## config.mk

```make
export PLATFORM = sky130hd
export DESIGN_NAME = sipo_frame_rx
export DESIGN_NICKNAME = d
export VERILOG_FILES = /design/src/rtl/sipo_frame_rx.sv
export SDC_FILE = /design/constraint.sdc
export NUM_CORES = 1
export LEC_CHECK = 0
export CAP_MARGIN = 30
export CORE_ASPECT_RATIO = 1.1
export CORE_UTILIZATION = 56
export CTS_CLUSTER_SIZE = 40
export DETAILED_ROUTE_END_ITERATION = 12
export HOLD_SLACK_MARGIN = 0.1
export PLACE_DENSITY_LB_ADDON = 0.15
export SLEW_MARGIN = 0
export SYNTH_ARGS = -nofsm -noshare
export SYNTH_HDL_FRONTEND = slang
export SYNTH_SLANG_ARGS = --single-unit
```

## constraint.sdc

```tcl
create_clock -name clk -period 3.1 [get_ports clk]
set_clock_uncertainty 0.15 [all_clocks]
set_input_delay 0.775 -clock clk [delete_from_list [all_inputs] [get_ports clk]]
set_output_delay 0.775 -clock clk [all_outputs]
set_load 0.01 [all_outputs]
```

## src/rtl/sipo_frame_rx.sv

```systemverilog
// Purpose : framed serial-to-parallel receiver (start, N data bits LSB first, optional parity, stop)
// Latency : word appears on data_out/valid_out the cycle after the stop-bit edge
// Backpres: one-deep output buffer; a good word arriving while the buffer is full is dropped (overrun pulse)
//
// Ports:
//   clk          rising-edge clock
//   reset_al_in  asynchronous active-low reset
//   d_in         serial input, idle high, one bit per clock
//   data_out     received word, stable while valid_out is high
//   valid_out    data_out holds an unconsumed word
//   ready_in     consumer accepts when valid_out && ready_in on a rising edge
//   frame_err    one-cycle pulse: stop bit sampled low
//   parity_err   one-cycle pulse: parity mismatch (suppressed by a framing error)
//   overrun      one-cycle pulse: good word dropped because the buffer was full
module sipo_frame_rx #(
    parameter int N          = 8,
    parameter int PARITY_EN  = 1,
    parameter int PARITY_ODD = 0
) (
    input  logic         clk,
    input  logic         reset_al_in,
    input  logic         d_in,
    output logic [N-1:0] data_out,
    output logic         valid_out,
    input  logic         ready_in,
    output logic         frame_err,
    output logic         parity_err,
    output logic         overrun
);

    localparam int          CW       = $clog2(N);
    localparam logic [CW-1:0] CNT_LAST = CW'(N - 1);
    localparam logic        ODD      = (PARITY_ODD != 0);
    localparam logic        HAS_PAR  = (PARITY_EN != 0);

    localparam logic [1:0] S_IDLE = 2'd0;
    localparam logic [1:0] S_DATA = 2'd1;
    localparam logic [1:0] S_PAR  = 2'd2;
    localparam logic [1:0] S_STOP = 2'd3;

    logic [1:0]    state;
    logic [CW-1:0] cnt;
    logic [N-1:0]  shreg;
    logic          par_bad;   // parity mismatch seen for the frame in flight

    logic accept;
    logic commit;
    logic par_exp;

    assign accept  = valid_out & ready_in;
    // A frame is good only when the stop bit is high and parity (if any) matched.
    assign commit  = (state == S_STOP) & d_in & ~par_bad;
    assign par_exp = (^shreg) ^ ODD;

    // Frame sequencer: start detect, data shift, parity check, stop check.
    always_ff @(posedge clk or negedge reset_al_in) begin
        if (!reset_al_in) begin
            state      <= S_IDLE;
            cnt        <= '0;
            shreg      <= '0;
            par_bad    <= 1'b0;
            frame_err  <= 1'b0;
            parity_err <= 1'b0;
        end else begin
            frame_err  <= 1'b0;
            parity_err <= 1'b0;
            case (state)
                S_IDLE: begin
                    if (!d_in) begin
                        state   <= S_DATA;
                        cnt     <= '0;
                        par_bad <= 1'b0;
                    end
                end
                S_DATA: begin
                    // LSB arrives first, so shift right and insert at the top.
                    shreg <= {d_in, shreg[N-1:1]};
                    cnt   <= cnt + 1'b1;
                    if (cnt == CNT_LAST) begin
                        state <= HAS_PAR ? S_PAR : S_STOP;
                    end
                end
                S_PAR: begin
                    par_bad <= (d_in != par_exp);
                    state   <= S_STOP;
                end
                S_STOP: begin
                    // A low stop bit is a framing error, never a new start bit;
                    // framing error hides any parity error on the same frame.
                    state <= S_IDLE;
                    if (!d_in) begin
                        frame_err <= 1'b1;
                    end else if (par_bad) begin
                        parity_err <= 1'b1;
                    end
                end
                default: state <= S_IDLE;
            endcase
        end
    end

    // One-deep output buffer. Loading is allowed when empty or when the held
    // word leaves on this same edge, so back-to-back accepts have no bubble.
    always_ff @(posedge clk or negedge reset_al_in) begin
        if (!reset_al_in) begin
            data_out  <= '0;
            valid_out <= 1'b0;
            overrun   <= 1'b0;
        end else begin
            overrun <= 1'b0;
            if (commit && (!valid_out || ready_in)) begin
                data_out  <= shreg;
                valid_out <= 1'b1;
            end else begin
                if (commit) begin
                    overrun <= 1'b1;
                end
                if (accept) begin
                    valid_out <= 1'b0;
                end
            end
        end
    end

endmodule

```

* Word-level counts from Yosys, hierarchy flattened *
Index checks and enable logic that the tools add are counted.

storage, ports and cells
  register bits after elaboration = 26
  bits of input ports = 4

operators by class
  equality and inequality tests = 7
  bitwise logic cells = 4
  muxes and demuxes = 16
  reduce and logical (&&, ||, !) cells = 11
  add/subtract/negate cells = 1

operators with widths
  cell                                                             count
  1-bit 2-to-1 mux                                                 10
  2-bit one-hot mux with 4 select lines                            1
  8-bit parity                                                     1
  3-bit one-hot mux with 2 select lines                            1
  2-bit AND reduction                                              3
  2-bit nonzero test                                               3
  2-bit == test, second input constant                             2
  2-bit 2-to-1 mux                                                 2
  2-bit inequality test, second input constant                     2
  3-bit by 1-bit adder with 3-bit output, second input constant    1
  1-bit bitwise AND                                                3
  3-bit == test, second input constant                             1
  3-bit 2-to-1 mux                                                 1
  2-bit by 1-bit == test with 1-bit output, second input constant  1
  2-bit zero test                                                  1
  1-bit one-hot mux with 2 select lines                            1
  1-bit logical AND                                                1
  1-bit zero test                                                  1
  1-bit logical OR                                                 1
  1-bit inequality test                                            1
  1-bit NOT                                                        1

* Longest topological paths before layout *
  depth in word-level cells = 5
  mapped depth = 6
  mapped depth without buffers = 6

* Worst setup path after synthesis *
OpenSTA, ideal clock, no wires.

  kind = input -> register
  start = in d_in
  end = reg data_out[0]
  buffers on the path = 2
  data arrival time = 1626 ps
  data required time = 2825 ps
  setup time = 125 ps
  stages on the path = 5
  setup slack = 1199 ps
  cell sequence = clkbuf_2 nand3b_1 nor2b_1 buf_4 mux2_2

on the way
  longest elaborated chain between the ends = 3

RTL lines
  what                             RTL line  source
  start: declaration               22        input logic d_in,
  1-bit bitwise AND (2 in series)  52        assign commit = (state == S_STOP) & d_in & ~par_bad;
  1-bit logical AND                111       if (commit && (!valid_out || ready_in)) begin
  end signal: assignment           112       data_out <= shreg;
  end: declaration                 23        output logic [N-1:0] data_out,

No other way between the ends.
A chain may end at the register's enable or synchronous reset.

* Worst setup path after layout *
  start = reg data_out[3]
  end = out data_out[3]

No word-level cell between the ends.

==> impl_metrics.ini <==
[layout]
diodes = 0
layout-drive-gt1-share_pct = 21.36
final_util_pct = 73.71
area_growth_pct = 19.10
nNetsFinal = 114

[logic_synthesis]
async_flop_share_pct = 100.0
ys.flop_type = dfrtp_1
netlist.top_cell.by_area = dfrtp_1
synthAdderAreaFrac_pct = 6.586
synthMuxAreaShare_pct = 15.81
synth-seq-area-share_pct = 57.08
ys_seq_elements = 26
yosys-top-cells-area = dfrtp_1 (57%), mux2_2 (16%), ha_1 (6.6%)
synth_compound_area_share_pct = 6.037
netlist_top_cells_count = dfrtp_1 (26), mux2_2 (16), xnor2_1 (7)
yosys.cell_types.count = 22
netlist_instances = 85
synth_top_family_by_area = multiplexers
synth_xor_area_share_pct = 5.379
synth_top_area_share_pct = 57.08
yosysMostFrequentCell = dfrtp_1
synth_edf_count = 0
yosysWarnings = 0
mappedNetlistArea_mm2 = 0.001140
syn-num-nets = 95
synth-simple-area-share_pct = 6.915
syn_avg_cell_area_um2 = 13.41

[min_path]
hold_end = data_out[4]$_DFFE_PN0P_
hold_start = data_out[4]$_DFFE_PN0P_
worstHoldPathType = flop to flop
worstHoldPathCells = 1

[route]
drtPass1Iterations = 4
via_per_inst = 5.338
finalWirelength_mm = 1.713
remaining_drc_errors = 0
route.vias.total = 694
ant_nets = 0
drt-wirelength-per-cell_um = 13.18
drt_iter0_drc = 10

[grt]
grt_use_met3_pct = 3.333
grtUsageMet2_pct = 32.13
antenna_found_initial = 0
grt_overflow = 0
grt_util_met1_pct = 22.64
grt_usage_pct = 18.80
grt_pass1_wl_mm = 3.029
grt-busiest-layer = met2
grt_pass1_vias = 710
grt_max_degree = 27

[worst_setup_path]
setup.worst_path.class = flop to output port
path_cells = clkdlybuf4s50_1
critPathMaxFanout = 2
path_buf_inv = 1
slowest_stage = clkdlybuf4s50_1
rrSetupSlack_ns = 1.34
worst_path_largest_cell_delay_ns = 0.54
reg2reg_from = state[1]$_DFFE_PN0P_
cp-start-kind = flop
crit_family = buffers and inverters
worst_setup_path_end_kind = output port
reg2reg_to = state[0]$_DFFE_PN0P_
rr_worst_depth = 5
crit_required_ns = 2.17
crit_arrival_ns = 1.26

[power]
vdd_drop_max_v = 0.0005935
p_leak_nw = 0.6028
power_density_mw_per_mm2 = 1098

[sta]
setup-tns-final_ns = 0
rsz0062_at_grt = false
clock.fmax_mhz = 457.6
hold_viol_final = 0
tightestPinTransition_ns = 0.4953
finalSetupViolCount = 0
layout_min_cycle_time_ns = 2.185
finalMaxSlewViolations = 0
fin_crit_sh_pct = 70.49
whs_ns = 0.3730
slew_headroom_pct = 66.98

[outcome]
status = finished, final reports clean

[clocking]
cts_inserted_buffers = 3
clockBufferDepth = 2
numClockSinks = 26
clock_latency_ns = 0.32
cts_tree = done
cts_setup_buffers = 0
clk_pin_slew_ns = 0.13
cts-root-buf = clkbuf_4
cts_resized = 0
h-tree-depth = 1
hold_buffers = 0

[floorplan]
core_mm2 = 0.001842
chipHeight_um = 49.32
rows = 16
dieArea_mm2 = 0.002220
fp.dieW_um = 45.02
io_pins = 16
start_util_pct = 61.89

[place]
port_buffers = 15
place_hpwl_mm = 1.217
gp_congestion = 0.6967

[flow_run]
cap_violations = 0
## registers in the layout (all words and copies together), names as in the netlist
signal and count:
cnt 3, data_out 8, frame_err 1, overrun 1
par_bad 1, parity_err 1, shreg 8, state 2
valid_out 1
## layout make-up
type | instances | area, um2
fillers | 135 | 484.2
repair buffers | 17 | 165.2
inverters | 2 | 7.507
multi-input cells | 54 | 464.2
well taps | 27 | 33.78
clock buffers | 4 | 36.28
flip-flops and latches | 26 | 650.6
## layer usage
| metal | up-vias | routed length, um |
|---|---|---|
| met5 | - | 0 |
| met4 | 0 | 10 |
| met3 | 2 | 36 |
| met2 | 13 | 865 |
| met1 | 351 | 801 |
| li1 | 328 | - |
## power by group
group | switching [mW] | leakage [nW] | internal (mW)
clock | 0.0953 | 0.0210 | 0.0718
sequential | 0.116 | 0.324 | 0.491
combinational | 0.298 | 0.257 | 0.419
total | 0.509 | 0.603 | 0.982
## placed cells by master, fill, tap and decap left out, drive strengths merged
| master | count |
|---|---|
| clkbuf | 4 |
| dfrtp | 26 |
| and3 | 1 |
| o21bai | 1 |
| o21ai | 4 |
| a31oi | 1 |
| nand3 | 1 |
| nor2 | 1 |
| xnor2 | 7 |
| a32o | 2 |
| a21oi | 1 |
| clkdlybuf4s50 | 15 |
| nand2 | 5 |
| inv | 2 |
| mux2 | 16 |
| ha | 6 |
| nand2b | 2 |
| o32a | 1 |
| nor2b | 4 |
| nand3b | 1 |
| buf | 2 |
## cell families (layout without fill, tap and decap cells)
family | after synthesis | in the layout
AOI/OAI and AO/OA | 10 | 10
xor gates and xnor gates | 7 | 7
adders and majority gates | 6 | 6
buffers and inverters | 5 | 23
DFF | 26 | 26
muxes | 16 | 16
and+or+nand+nor | 15 | 15
## worst max-delay path by stage
stage	to	from	cells past startpoint
6_report	data_out[3]	data_out[3]$_DFFE_PN0P_	1
5_1_grt	data_out[3]	data_out[3]$_DFFE_PN0P_	1
4_1_cts	data_out[3]	data_out[3]$_DFFE_PN0P_	1
3_5_place_dp	data_out[3]$_DFFE_PN0P_	d_in	5
3_3_place_gp	data_out[4]$_DFFE_PN0P_	d_in	5
2_1_floorplan	data_out[0]$_DFFE_PN0P_	d_in	5
## per-stage QoR
stage | setup slack, ns | total power [mW] | std cells | instance area (um2)
after floorplan | 1.199 | 1.108 | 85 | 1140
after global placement | 0.6349 | 1.299 | 126 | 1321
after detailed placement | 0.5904 | 1.334 | 126 | 1321
after CTS | 0.9195 | 1.503 | 130 | 1358
after global routing | 0.8838 | 1.615 | 130 | 1358
final | 0.9148 | 1.491 | 130 | 1358
Power figures use the tool's default switching activity.
